### src/rtl/uart_tx_bridge_pkg.sv
// configure: shared defaults and the TX state encoding for the UART bridge
package configure;
  localparam int clks_per_bit = 216;
  localparam int fetchbuffer_depth = 4;
  typedef enum logic [1:0] {IDLE, START, DATA, STOP} tx_state_t;
endpackage

### src/rtl/uart_tx_bridge_fifo.sv
// uart_fifo: byte FIFO with extra-MSB pointers; push on full is legal only alongside pop
module uart_fifo
  import configure::*;
#(
  parameter int DEPTH = fetchbuffer_depth
) (
  input  logic       clock,
  input  logic       reset,
  input  logic       push,
  input  logic       pop,
  input  logic [7:0] din,
  output logic [7:0] dout,
  output logic       full,
  output logic       empty
);
  localparam int AW = $clog2(DEPTH);
  logic [AW:0] wptr, rptr;
  logic [7:0] mem [DEPTH];
  assign empty = wptr == rptr;
  assign full = (wptr[AW] != rptr[AW]) && (wptr[AW-1:0] == rptr[AW-1:0]);
  assign dout = mem[rptr[AW-1:0]];
  always_ff @(posedge clock or negedge reset)
    if (!reset) begin
      wptr <= '0;
      rptr <= '0;
    end else begin
      if (push) wptr <= wptr + 1'b1;
      if (pop) rptr <= rptr + 1'b1;
    end
  always_ff @(posedge clock)
    if (push) mem[wptr[AW-1:0]] <= din;
endmodule

### src/rtl/uart_tx_bridge.sv
// uart_tx_bridge: bus-facing write FIFO feeding an 8N1 UART transmitter with status readback
module uart_tx_bridge
  import configure::*;
#(
  parameter int CLKS_PER_BIT = clks_per_bit,
  parameter int DEPTH = fetchbuffer_depth
) (
  input  logic        clock,
  input  logic        reset,
  input  logic        uart_valid,
  input  logic [31:0] uart_addr,
  input  logic [31:0] uart_wdata,
  input  logic [3:0]  uart_wstrb,
  output logic [31:0] uart_rdata,
  output logic        uart_ready,
  output logic        uart_tx
);
  localparam int BW = $clog2(CLKS_PER_BIT + 1);
  tx_state_t state, state_n;
  logic [BW-1:0] baud, baud_n;
  logic [2:0] bit_cnt, bit_n;
  logic [7:0] shift, shift_n, dout;
  logic pop, push, full, empty, tx_n, bit_end, accept, wr, wr0, done;
  logic unused_bits;
  assign unused_bits = ^{uart_addr, uart_wdata[31:8]};
  uart_fifo #(.DEPTH(DEPTH)) u_fifo (
    .clock(clock), .reset(reset), .push(push), .pop(pop),
    .din(uart_wdata[7:0]), .dout(dout), .full(full), .empty(empty)
  );
  // the ready cycle still sees uart_valid high, so it must not be re-accepted
  assign accept = uart_valid && !uart_ready;
  assign wr = |uart_wstrb;
  assign wr0 = wr && uart_wstrb[0];
  assign push = accept && wr0 && (!full || pop);
  assign done = accept && (!wr0 || !full || pop);
  assign bit_end = baud == BW'(CLKS_PER_BIT);
  always_comb begin
    state_n = state;
    baud_n = baud + 1'b1;
    bit_n = bit_cnt;
    shift_n = shift;
    pop = 1'b0;
    case (state)
      IDLE: begin
        baud_n = '0;
        bit_n = '0;
        if (!empty) begin
          pop = 1'b1;
          shift_n = dout;
          state_n = START;
        end
      end
      START: if (bit_end) begin
        baud_n = '0;
        state_n = DATA;
      end
      DATA: if (bit_end) begin
        baud_n = '0;
        bit_n = bit_cnt + 1'b1;
        if (bit_cnt == 3'd7) state_n = STOP;
      end
      default: if (bit_end) begin
        baud_n = '0;
        state_n = IDLE;
      end
    endcase
    // line level is registered from the next state so uart_tx never glitches
    tx_n = (state_n == START) ? 1'b0 : (state_n == DATA) ? shift_n[bit_n] : 1'b1;
  end
  always_ff @(posedge clock or negedge reset)
    if (!reset) begin
      state <= IDLE;
      baud <= '0;
      bit_cnt <= '0;
      shift <= '0;
      uart_tx <= 1'b1;
      uart_ready <= 1'b0;
      uart_rdata <= '0;
    end else begin
      state <= state_n;
      baud <= baud_n;
      bit_cnt <= bit_n;
      shift <= shift_n;
      uart_tx <= tx_n;
      uart_ready <= done;
      uart_rdata <= (accept && !wr) ? {29'b0, empty, full, state != IDLE} : '0;
    end
endmodule

### config.mk
export PLATFORM = sky130hd
export DESIGN_NAME = uart_tx_bridge
export DESIGN_NICKNAME = d
export VERILOG_FILES = /design/src/rtl/uart_tx_bridge_pkg.sv /design/src/rtl/uart_tx_bridge_fifo.sv /design/src/rtl/uart_tx_bridge.sv
export SDC_FILE = /design/constraint.sdc
export NUM_CORES = 1
export LEC_CHECK = 0
export BUFFER_PORTS_ARGS = -buffer_cell sky130_fd_sc_hd__buf_2
export CAP_MARGIN = 20
export CORE_MARGIN = 2
export CORE_UTILIZATION = 54
export DETAILED_ROUTE_END_ITERATION = 12
export PLACE_DENSITY_LB_ADDON = 0.3
export SLEW_MARGIN = 30
export SYNTH_ARGS = -nofsm -noshare
export SYNTH_HDL_FRONTEND = slang
export SYNTH_SLANG_ARGS = --single-unit
### constraint.sdc
create_clock -name clock -period 4.2 [get_ports clock]
set_input_delay 0.21 -clock clock [delete_from_list [all_inputs] [get_ports clock]]
set_output_delay 0.21 -clock clock [all_outputs]
set_load 0.01 [all_outputs]
==> out/qor.yml <==
final_layout:
  area_growth_syn_to_layout_pct: 9.17
  diodes: 0
  final_common_cell: "edfxtp_1"
  seq_area_um2: 1760
  fillers: 448
  multiInputGateArea_um2: 1100
  final_cell_mix: "edfxtp_1, dfrtp_1, conb_1"
  layout.nets: 325
  layout-drive-gt1-share_pct: 18.4
  final_cells: 322
worst_setup_path:
  worstPathArrival_ns: 2.97
  timing_worst_setup_path_type: "flip-flop to flip-flop"
  crit_start: "u_fifo.rptr[0]$_DFFE_PN0P_"
  crit_fanout: 11
  crit_path_end_kind: "flip-flop"
  r2r_start: "u_fifo.rptr[0]$_DFFE_PN0P_"
  critPathLaunchType: "flip-flop"
  critPathRequiredTime_ns: 4.45
placed_design:
  placed_cells: 304
  gp_congestion: 0.797
  port_buffers: 19
  hpwlAfterDp_mm: 3.02
sta:
  relSlewSlack_pct: 50.9
  tightest_slew_ns: 0.735
  period_share_pct: 64.7
  slew_violations: 0
  finalHoldViolations: 0
  period_minus_slack_ns: 2.72
  clock_skew_ns: 0.00861
  setup_tns_ns: 0
  rsz0062_at_grt: "no"
  fmax_mhz: 368
  setup_violations: 0
yosys:
  ys_seq_area_share_pct: 57.7
  syn-cell-area_um2: 3060
  yosys.cell_types.count: 43
  synth.avg_cell_area_um2: 13.8
  yosys_warnings: 0
  ys_seq_elements: 64
  synthesis.instances: 222
floorplanning:
  core-area_um2: 5470
  die_h_um: 79.3
  std_cell_rows: 27
  dieArea_um2: 6280
  ios: 105
  die_x_um: 79.3
  initial_core_util_pct: 55.9
clocking:
  cts_tree: "built"
  cts.sinks: 64
  clkSlewWorstSetupHoldPaths_ns: 0.07
  cts_setup_buffers: 0
  clock_path_buffers: 2
  cts_root_buffer: "clkbuf_8"
  clk_latency_ns: 0.34
  post_cts_resized: 0
  h-tree-depth: 3
  cts_inserted_buffers: 9
drt:
  ant_nets: 0
  viasPerCell: 4.89
  vias: 1576
  wirelength_mm: 4.45
  drt_iter0_markers: 59
  firstDrtPassIters: 4
  routedWlPerCell_um: 13.8
  drc_errors: 0
pwr:
  share_seq_of_total_power_pct: 48.6
  p_sw_share_pct: 25.7
  internal-power_mw: 1.23
  ir_drop_mv: 0.224
  power_frac_comb_pct: 13.4
  power.static_leakage_nw: 1.43
  p_switching_mw: 0.427
  powerDensity_nw_per_um2: 498
  power_frac_clock_pct: 37.9
run_status:
  outcome: "complete, no violations"
global_routing:
  grt_max_degree: 33
  grt_pass1_vias: 1575
  overflow: 0
  grtUsageTotal_pct: 16.3
  antenna_found_initial: 0
  grt_pass1_wl_mm: 7.49
min_path:
  min_path_type: "primary input to flip-flop"
  hold_start: "uart_wstrb[0]"
run:
  maxCapViolations: 0
-- routing by layer --
layer | global-route usage (%) | part of all wire [%] | up-vias
met5 | 0 | 0 | -
met4 | 6.21 | 0.63 | 0
met3 | 6.14 | 4.6 | 4
met2 | 25.8 | 49 | 38
met1 | 20.3 | 45 | 752
li1 | - | - | 782
-- through the flow --
stage               hold slack [ns]  util, %  total power, mW  setup WS, ns  area, um^2
global route                 0.0582     61.0             1.75          1.34        3340
finish                       0.0696     61.0             1.66          1.48        3340
detailed placement            0.308     56.2             1.04          1.27        3080
floorplan                   -0.0856        -            0.999          2.08        3160
global placement              0.297     56.2             1.03          1.30        3080
CTS                          0.0524     60.9             1.68          1.28        3330
-- logic make-up (layout without fill, tap and decap cells) --
group	Yosys count	count (layout)	share of synthesized area (%)
AOI/OAI and AO/OA	17	17	4.13
adders and majority gates	9	9	3.68
muxes	21	21	11.5
and+or+nand+nor	51	51	8.80
buffers and inverters	45	45	9.82
xor gates and xnor gates	14	14	4.26
DFF	64	64	57.7
other	1	29	0.123
-- sequential cells by signal, indices dropped and copies added (netlist names) --
name         cells
uart_rdata       3
uart_tx          1
state            2
u_fifo.wptr      3
baud             8
u_fifo.mem      32
shift            8
u_fifo.rptr      3
bit_cnt          3
uart_ready       1
-- cells in the mapped netlist (all sizes together) --
cell	n	area, um^2
o21ai	2	10.0
dfstp	1	26.3
nand3b	2	15.0
nand3	6	30.0
and2	5	31.3
a211oi	1	7.51
nor3b	1	7.51
xor2	5	43.8
o21a	1	7.51
edfxtp	32	961
and4	1	8.76
nor4	1	6.26
and3b	2	17.5
a21oi	5	25.0
mux2i	3	30.0
o22ai	1	6.26
nand2b	2	12.5
o311ai	1	8.76
conb	1	3.75
nor3	2	10.0
nor2	17	63.8
clkbuf	4	15.0
dfrtp	31	776
mux4	8	210
xnor2	9	86.3
and4b	1	10.0
and3	1	6.26
buf	33	255
ha	9	113
a221oi	1	8.76
inv	8	30.0
o311a	1	10.0
mux2	10	113
nor2b	3	18.8
o2bb2ai	1	8.76
nand4b	1	8.76
a311oi	2	23.8
nand2	6	22.5
a221o	1	10.0
-- repair_timing --
action,in CTS,in global routing
setup endpoints to repair,0,0
hold endpoints to repair,31,0
hold buffers,1,0
-- area by class of cell --
type / instances / area share (%)
well taps: 72 / 2.70
clock inverters: 7 / 3.56
multi-input cells: 141 / 32.9
repair buffers: 21 / 3.37
clock buffers: 9 / 3.71
inverters: 8 / 0.900
flip-flops and latches: 64 / 52.8
-- critical path, cell delays in order, from the launching register on --
cell      delay [ns]
dfrtp_1         0.74
xnor2_2         0.15
a311oi_2        0.46
clkbuf_4        0.31
mux2_2          0.37
mux2_2          0.28
a211oi_1        0.25
a311oi_1        0.08
-- path summary, 6_finish.rpt --
check	endpoint	slack [ns]	cells after the start
worst min register to register	shift[2]$_DFF_PN0_	0.49	2
worst max register to register	uart_tx$_DFF_PN1_	1.48	7
max in group asynchronous	uart_rdata[1]$_DFF_PN0_	3.30	2
worst min-delay path	uart_ready$_DFF_PN0_	0.07	2
worst max-delay path	uart_tx$_DFF_PN1_	1.48	7
min in group asynchronous	baud[4]$_DFF_PN0_	0.45	2
-- power groups by stage --
| stage | Sequential, mW | Clock, mW | Combinational (mW) |
|---|---|---|---|
| 6_report | 0.808 | 0.631 | 0.223 |
| 5_1_grt | 0.820 | 0.676 | 0.258 |
| 4_1_cts | 0.808 | 0.646 | 0.229 |
| 3_5_place_dp | 0.819 | 0 | 0.226 |
| 3_3_place_gp | 0.816 | 0 | 0.214 |
| 2_1_floorplan | 0.800 | 0 | 0.199 |
Power figures use the tool's default switching activity.
